--- src/rtl/hazard3_ahbl_sram_if.sv ---
// AHB-Lite slave bus bundle for hazard3_ahbl_sram.
// hready is the bus-level ready; hready_resp is this slave's response.
interface hazard3_ahbl_sram_if #(
    parameter int W_ADDR = 32,
    parameter int W_DATA = 32
);
    logic [W_ADDR-1:0] haddr;
    logic              hwrite;
    logic [1:0]        htrans;
    logic [2:0]        hsize;
    logic              hready;
    logic              hready_resp;
    logic              hresp;
    logic              hexcl;
    logic              hexokay;
    logic [W_DATA-1:0] hwdata;
    logic [W_DATA-1:0] hrdata;

    modport master (
        output haddr, hwrite, htrans, hsize, hready, hexcl, hwdata,
        input  hready_resp, hresp, hexokay, hrdata
    );

    modport slave (
        input  haddr, hwrite, htrans, hsize, hready, hexcl, hwdata,
        output hready_resp, hresp, hexokay, hrdata
    );
endinterface

--- src/rtl/hazard3_ahbl_sram.sv ---
// AHB-Lite to synchronous SRAM bridge with a one-entry write buffer.
// Define HAZARD3_AHBL_SRAM_EXCL_EN to add a single-reservation exclusive monitor.
module hazard3_ahbl_sram #(
    parameter int  W_DATA = 32,
    parameter int  W_ADDR = 32,
    parameter int  DEPTH  = 4096,
    localparam int W_IDX  = $clog2(DEPTH)
) (
    input  logic               clk,
    input  logic               rst_n,
    hazard3_ahbl_sram_if.slave ahbl,
    output logic [W_IDX-1:0]   sram_addr,
    output logic               sram_ce,
    output logic               sram_we,
    output logic [3:0]         sram_be,
    output logic [31:0]        sram_wdata,
    input  logic [31:0]        sram_rdata
);

    typedef enum logic [1:0] {ERR_IDLE, ERR_FIRST, ERR_SECOND} err_state_t;

    logic [W_ADDR-1:0] haddr;
    logic [W_IDX-1:0]  aph_idx;
    logic [3:0]        aph_lanes;
    logic              aph_misalign, aph_err;
    logic              rd_req, rd_acc, wr_acc, err_acc;

    logic              dph_read, dph_write;
    logic [W_IDX-1:0]  dph_idx;
    logic [3:0]        dph_lanes;

    logic              buf_valid;
    logic [W_IDX-1:0]  buf_idx;
    logic [3:0]        buf_be;
    logic [W_DATA-1:0] buf_data;
    logic              buf_hit, stall, commit, wr_cap, wr_ok;

    err_state_t        err_state;
    logic              err_ready, err_resp;
    logic [W_DATA-1:0] rdata;
    logic              unused_ok;

    assign haddr   = ahbl.haddr;
    assign aph_idx = haddr[W_IDX+1:2];

    always_comb begin
        aph_lanes    = 4'hf;
        aph_misalign = 1'b0;
        case (ahbl.hsize)
            3'd0: aph_lanes = 4'b0001 << haddr[1:0];
            3'd1: begin
                aph_lanes    = haddr[1] ? 4'b1100 : 4'b0011;
                aph_misalign = haddr[0];
            end
            3'd2:    aph_misalign = |haddr[1:0];
            default: ;
        endcase
    end

    assign aph_err = ((haddr >> (W_IDX + 2)) != '0) || (ahbl.hsize > 3'd2) || aph_misalign;
    // rd_req ignores hready so the stall decision never loops back through the bus ready
    assign rd_req  = ahbl.htrans[1] && !ahbl.hwrite && !aph_err;
    assign rd_acc  = ahbl.hready && rd_req;
    assign wr_acc  = ahbl.hready && ahbl.htrans[1] && ahbl.hwrite && !aph_err;
    assign err_acc = ahbl.hready && ahbl.htrans[1] && aph_err;

    always_ff @(posedge clk or negedge rst_n) begin
        if (!rst_n) begin
            dph_read  <= 1'b0;
            dph_write <= 1'b0;
            dph_idx   <= '0;
            dph_lanes <= '0;
        end else if (ahbl.hready) begin
            dph_read  <= rd_acc;
            dph_write <= wr_acc;
            dph_idx   <= aph_idx;
            dph_lanes <= aph_lanes;
        end
    end

`ifdef HAZARD3_AHBL_SRAM_EXCL_EN
    logic dph_excl, resv;

    always_ff @(posedge clk or negedge rst_n) begin
        if (!rst_n) begin
            dph_excl <= 1'b0;
            resv     <= 1'b0;
        end else begin
            if (ahbl.hready)
                dph_excl <= ahbl.hexcl;
            if (dph_write && !stall)
                resv <= 1'b0;
            else if (dph_read && dph_excl)
                resv <= 1'b1;
        end
    end

    assign wr_ok        = !dph_excl || resv;
    assign ahbl.hexokay = dph_excl && (dph_read || (dph_write && resv));
    assign unused_ok    = ahbl.htrans[0];
`else
    assign wr_ok        = 1'b1;
    assign ahbl.hexokay = 1'b0;
    assign unused_ok    = ^{ahbl.htrans[0], ahbl.hexcl};
`endif

    // A read address phase owns the SRAM port; the buffer drains on any other cycle
    assign stall  = dph_write && buf_valid && rd_req;
    assign commit = buf_valid && !rd_acc;
    assign wr_cap = dph_write && !stall && wr_ok;

    always_ff @(posedge clk or negedge rst_n) begin
        if (!rst_n) begin
            buf_valid <= 1'b0;
            buf_idx   <= '0;
            buf_be    <= '0;
            buf_data  <= '0;
        end else if (wr_cap) begin
            buf_valid <= 1'b1;
            buf_idx   <= dph_idx;
            buf_be    <= dph_lanes;
            buf_data  <= ahbl.hwdata;
        end else if (commit) begin
            buf_valid <= 1'b0;
        end
    end

    always_ff @(posedge clk or negedge rst_n) begin
        if (!rst_n) begin
            err_state <= ERR_IDLE;
            err_ready <= 1'b1;
            err_resp  <= 1'b0;
        end else begin
            case (err_state)
                ERR_FIRST: begin
                    err_state <= ERR_SECOND;
                    err_ready <= 1'b1;
                    err_resp  <= 1'b1;
                end
                default: begin
                    if (err_acc) begin
                        err_state <= ERR_FIRST;
                        err_ready <= 1'b0;
                        err_resp  <= 1'b1;
                    end else begin
                        err_state <= ERR_IDLE;
                        err_ready <= 1'b1;
                        err_resp  <= 1'b0;
                    end
                end
            endcase
        end
    end

    assign ahbl.hready_resp = err_ready && !stall;
    assign ahbl.hresp       = err_resp;

    assign sram_ce    = rd_acc || commit;
    assign sram_we    = commit;
    assign sram_addr  = rd_acc ? aph_idx : buf_idx;
    assign sram_be    = commit ? buf_be : 4'h0;
    assign sram_wdata = buf_data;

    // Buffered lanes are newer than the SRAM copy
    assign buf_hit = buf_valid && (buf_idx == dph_idx);

    always_comb begin
        rdata = sram_rdata;
        for (int b = 0; b < 4; b++)
            if (buf_hit && buf_be[b])
                rdata[8*b +: 8] = buf_data[8*b +: 8];
    end

    assign ahbl.hrdata = rdata;

endmodule

--- src/flat_wrapper.sv ---
// flat-port wrapper written by rule: the top's interface ports become plain ports
module hazard3_ahbl_sram_flat 
#(
    parameter int  W_DATA = 32,
    parameter int  W_ADDR = 32,
    parameter int  DEPTH  = 4096,
    localparam int W_IDX  = $clog2(DEPTH)
)
  (clk, rst_n, sram_addr, sram_ce, sram_we, sram_be, sram_wdata, sram_rdata, ahbl_haddr, ahbl_hwrite, ahbl_htrans, ahbl_hsize, ahbl_hready, ahbl_hexcl, ahbl_hwdata, ahbl_hready_resp, ahbl_hresp, ahbl_hexokay, ahbl_hrdata);
  hazard3_ahbl_sram_if #(.W_ADDR(W_ADDR), .W_DATA(W_DATA)) ahbl_i ();
  input  logic clk;
  input  logic rst_n;
  output logic [W_IDX-1:0] sram_addr;
  output logic sram_ce;
  output logic sram_we;
  output logic [3:0] sram_be;
  output logic [31:0] sram_wdata;
  input  logic [31:0] sram_rdata;
  input wire logic [$bits(ahbl_i.haddr)-1:0] ahbl_haddr;
  input wire logic [$bits(ahbl_i.hwrite)-1:0] ahbl_hwrite;
  input wire logic [$bits(ahbl_i.htrans)-1:0] ahbl_htrans;
  input wire logic [$bits(ahbl_i.hsize)-1:0] ahbl_hsize;
  input wire logic [$bits(ahbl_i.hready)-1:0] ahbl_hready;
  input wire logic [$bits(ahbl_i.hexcl)-1:0] ahbl_hexcl;
  input wire logic [$bits(ahbl_i.hwdata)-1:0] ahbl_hwdata;
  output wire logic [$bits(ahbl_i.hready_resp)-1:0] ahbl_hready_resp;
  output wire logic [$bits(ahbl_i.hresp)-1:0] ahbl_hresp;
  output wire logic [$bits(ahbl_i.hexokay)-1:0] ahbl_hexokay;
  output wire logic [$bits(ahbl_i.hrdata)-1:0] ahbl_hrdata;
  assign ahbl_i.haddr = ahbl_haddr;
  assign ahbl_i.hwrite = ahbl_hwrite;
  assign ahbl_i.htrans = ahbl_htrans;
  assign ahbl_i.hsize = ahbl_hsize;
  assign ahbl_i.hready = ahbl_hready;
  assign ahbl_i.hexcl = ahbl_hexcl;
  assign ahbl_i.hwdata = ahbl_hwdata;
  assign ahbl_hready_resp = ahbl_i.hready_resp;
  assign ahbl_hresp = ahbl_i.hresp;
  assign ahbl_hexokay = ahbl_i.hexokay;
  assign ahbl_hrdata = ahbl_i.hrdata;
  hazard3_ahbl_sram #(.W_DATA(W_DATA), .W_ADDR(W_ADDR), .DEPTH(DEPTH)) u_core (.clk(clk), .rst_n(rst_n), .ahbl(ahbl_i), .sram_addr(sram_addr), .sram_ce(sram_ce), .sram_we(sram_we), .sram_be(sram_be), .sram_wdata(sram_wdata), .sram_rdata(sram_rdata));
endmodule
--- config.mk ---
export PLATFORM = sky130hd
export DESIGN_NAME = hazard3_ahbl_sram_flat
export DESIGN_NICKNAME = d
export VERILOG_FILES = /design/src/rtl/hazard3_ahbl_sram_if.sv /design/src/rtl/hazard3_ahbl_sram.sv /design/src/flat_wrapper.sv
export SDC_FILE = /design/constraint.sdc
export NUM_CORES = 1
export LEC_CHECK = 0
export BUFFER_PORTS_ARGS = -buffer_cell sky130_fd_sc_hd__buf_2
export CAP_MARGIN = 10
export CORE_MARGIN = 1
export CORE_UTILIZATION = 48
export CTS_CLUSTER_SIZE = 14
export DETAILED_ROUTE_END_ITERATION = 12
export HOLD_SLACK_MARGIN = 0.12
export PLACE_DENSITY_LB_ADDON = 0.12
export SYNTH_ARGS = -nofsm -noshare
export SYNTH_HDL_FRONTEND = slang
export SYNTH_SLANG_ARGS = --single-unit
--- constraint.sdc ---
create_clock -name clk -period 3.5 [get_ports clk]
set_input_delay 0.175 -clock clk [delete_from_list [all_inputs] [get_ports clk]]
set_output_delay 0.175 -clock clk [all_outputs]
set_load 0.01 [all_outputs]
==> results summary <==
The wire length of the first global-routing pass is 14.1 mm. The synthesized netlist cell count is 250. The initial cell density of the core is 50.5%. The clock latency of the later-clocked register in the worst-skew pair came out at around 0.32 ns.

The total wire length after detailed routing is 9.08 mm. The static leakage power is 2.82 nW. Routed signal wires occupy layers up through met4. OpenSTA, run right after detailed placement, puts the worst setup slack at 0.938 ns. The critical path arrival is 2.60 ns. The overall power after layout is 1.64 mW. The clock passes through at most 2 buffers.

The maximum number of pins on one net before global-route repair came out at 44. The startpoint of the lowest-slack register-to-register path is u_core.buf_valid. The detailed-route via count is 2912.

The initial antenna violation count is 0. The tree is rooted in a sky130_fd_sc_hd__clkbuf_8. The final instance area came out at 5160 sq um. After clock tree synthesis, the clock-pin slew on the worst setup and hold paths is approximately 0.07 ns.

The number of synthesized flops with an enable pin came out at 0. Counting distinct cell types in the post-synthesis netlist gives 35. The run finished with clean final reports. The routability congestion estimate is 0.738. In this run, CTS created clock tree buffers numbering 9. The region available for standard cell placement spans slightly below 7000 sq um. The total standard cell area after synthesis is 3490 sq um.

Setup repair after global routing left no endpoint under its margin. The minimum setup slack among reg-to-reg paths is about 1.6 ns. The floorplan die area is 7610 sq um. Once the clock tree was built, the setup fixing pass inserted 0 buffers.

The endpoint required time on the critical path came out at 3.32 ns. The iteration-0 DRC count of the detailed router came out at 70. For the worst flop-to-flop path, the logic depth is 4. The deepest level of the CTS H-tree came out at 3. The remaining max-slew budget at the tightest pin came out at between 30% and 40%. The half-perimeter wire length after placement came out at 6.18 mm.

The minimum period implied by the final worst setup slack came out at 2.78 ns. Port buffering added 187 buffers. The endpoint identified for the worst register-to-register timing path is u_core.sram_wdata[21]. The most critical setup path has its startpoint at u_core.buf_idx[6].

When the netlist entered floorplanning its net count stood at 356. The synthesis-to-finish area growth is 47.9%. The transition at the pin with the smallest max-transition slack came out at roughly 0.91 ns. The number of filler cells placed in the layout is about 530.

The final routed wire length divided by cell count is 15.5 microns. The type of the most critical hold path is input port to flop. The number of vias per cell came out at 4.96. The final net count is 594.

The number of iterations in the first detailed-routing pass is 4. In this run the vertical extent of the chip is just under 90 microns. The ratio of cells with drive above 1 in the final layout came out at 63.3%. The total met2 wirelength after detailed routing came out at 4.84 mm. The via count of the first global-routing pass came to about 3000.

TritonCTS built the clock tree. The routed length on met1 came out at ~3.6 mm. The standard cell area after detailed placement came out at 4530 sq um.

For this design the ratio of total power to cell area is 317 nW/um^2. The final worst clock skew is between 0.004 and 0.005 ns. Leaving out fill and tap cells, the most frequent cell in the layout is sky130_fd_sc_hd__buf_2. The post-route antenna net violation count is 0. The setup TNS came out at 0 ns. The endpoint kind of the worst setup timing path is an output pin.

The flip-flop and latch count after synthesis is 70. In the layout the commonest cells are 187 x sky130_fd_sc_hd__buf_2, 95 x sky130_fd_sc_hd__mux2_2, 69 x sky130_fd_sc_hd__dfrtp_1. For this run, design rule violations remaining after detail routing come to 0. The number of hold buffers added after CTS was 45. The final global-route overflow total came out at 0.

The overall routing resource usage came out at 24.9%. The wire length on met3 is 512 microns. The worst-case setup margin in the final layout came out at 0.721 ns. The max-slew violation total from the final report is 0.

The fraction of registers with async set/reset came out at 100%. The endpoint of the worst setup timing path is ahbl_hrdata[26]. The most used flip-flop cell after synthesis is sky130_fd_sc_hd__dfrtp_1. The final hold violation count came to 0. The total number of yosys warnings came out at 0. The width of the die came out at approximately 87 microns. The part of the Yosys area used for sequential elements came out at 50.3%.

Averaged over all synthesized cells, the footprint is 13.9 sq um. The clock net sink count is 70. The worst setup path is launched from a flop. The maximum vdd ir drop is ~240 uV. The total setup violations reported at the end of the flow is 0. The critical path is of the flop to output pin type. Along the worst path, the maximum fanout reaches 8. The max-cap violation count came out at 0. The floorplan row count came out at 30.

Gates resized during post-CTS repair numbered 0. The final critical path takes up 79.4% of the cycle. Static timing analysis puts the maximum clock frequency at 0.360 GHz. The number of diodes added for antenna fixing is 0. For this design the top-level I/O count stands at 191.
==> flip-flops by register name, indices dropped and copies added, names as in the netlist <==
name,count
u_core.sram_wdata,32
u_core.buf_idx,12
u_core.dph_idx,12
u_core.buf_be,4
u_core.dph_lanes,4
u_core.err_state,2
u_core.ahbl.hresp,1
u_core.buf_valid,1
u_core.dph_write,1
u_core.err_ready,1
==> worst max-delay path, stage by stage (launching register included) <==
cell	delay, ns
sky130_fd_sc_hd__dfrtp_1	0.41
sky130_fd_sc_hd__xor2_1	0.17
sky130_fd_sc_hd__nor3_1	0.55
sky130_fd_sc_hd__nand4_1	0.55
sky130_fd_sc_hd__mux2_2	0.45
sky130_fd_sc_hd__buf_2	0.15
==> cells by family (layout without fill, tap and decap cells) <==
| kind of cell | Yosys count | after routing | share of synthesized area [%] |
|---|---|---|---|
| muxes | 104 | 104 | 33.6 |
| DFF | 70 | 70 | 50.3 |
| and+or+nand+nor | 37 | 37 | 8.14 |
| AOI/OAI and AO/OA | 15 | 15 | 3.05 |
| xor gates and xnor gates | 12 | 12 | 3.01 |
| buffers and inverters | 11 | 252 | 1.83 |
| other | 1 | 1 | 0.108 |
==> through the flow <==
stage / cells / hold slack (ns) / util (%)
finish: 587 / 0.142 / 74.7
global route: 587 / 0.150 / 74.7
floorplan: 250 / -0.121 / -
global placement: 528 / 0.216 / 65.6
CTS: 587 / 0.132 / 74.7
detailed placement: 528 / 0.222 / 65.6
==> cell usage after synthesis (2+ instances only) <==
library cell	number	area share (%)
sky130_fd_sc_hd__o21ai_0	6	0.86
sky130_fd_sc_hd__dfrtp_1	69	50
sky130_fd_sc_hd__nor2_1	3	0.32
sky130_fd_sc_hd__a21oi_1	2	0.29
sky130_fd_sc_hd__buf_4	3	0.65
sky130_fd_sc_hd__nor4_2	6	2.2
sky130_fd_sc_hd__mux2_1	9	2.9
sky130_fd_sc_hd__nor2b_1	4	0.72
sky130_fd_sc_hd__mux2_2	95	31
sky130_fd_sc_hd__and3_1	4	0.72
sky130_fd_sc_hd__xor2_1	11	2.8
sky130_fd_sc_hd__and3b_1	4	1.0
sky130_fd_sc_hd__buf_2	3	0.43
sky130_fd_sc_hd__nand4_1	4	0.72
sky130_fd_sc_hd__nand2_1	2	0.22
sky130_fd_sc_hd__clkbuf_1	3	0.32
sky130_fd_sc_hd__o21a_1	2	0.43
sky130_fd_sc_hd__nor3_1	3	0.43
==> worst min path at each step <==
stage	start	end	slack, ns	cells past startpoint
global placement	rst_n	u_core.sram_wdata[21]	0.22	1
finish	ahbl_haddr[1]	u_core.dph_lanes[3]	0.14	3
global route	ahbl_haddr[1]	u_core.dph_lanes[3]	0.15	3
floorplan	rst_n	u_core.ahbl.hresp	-0.12	0
detailed placement	rst_n	u_core.sram_wdata[21]	0.22	1
CTS	ahbl_haddr[1]	u_core.dph_lanes[3]	0.13	3
==> area by class of cell <==
cell class | instances | area (sq um) | share of cell area, %
multi-input combinational | 169 | 1680 | 32.6
tap | 96 | 120 | 2.33
clock buffer | 13 | 169 | 3.28
timing repair buffer | 237 | 1420 | 27.6
clock inverter | 1 | 5.00 | 0.0971
sequential | 70 | 1750 | 34.0
inverter | 1 | 3.75 | 0.0728
==> power by group <==
group          switching (mW)  internal, mW
sequential             0.0142         0.830
clock                   0.265         0.307
combinational          0.0923         0.127
total                   0.372          1.26
==> per-layer routing <==
metal	track usage, %	vias to the layer above
met5	0	-
met4	10.1	0
met3	5.12	13
met2	45.2	112
met1	28.5	1397
li1	-	1390
(Power assumes the default switching activity.)
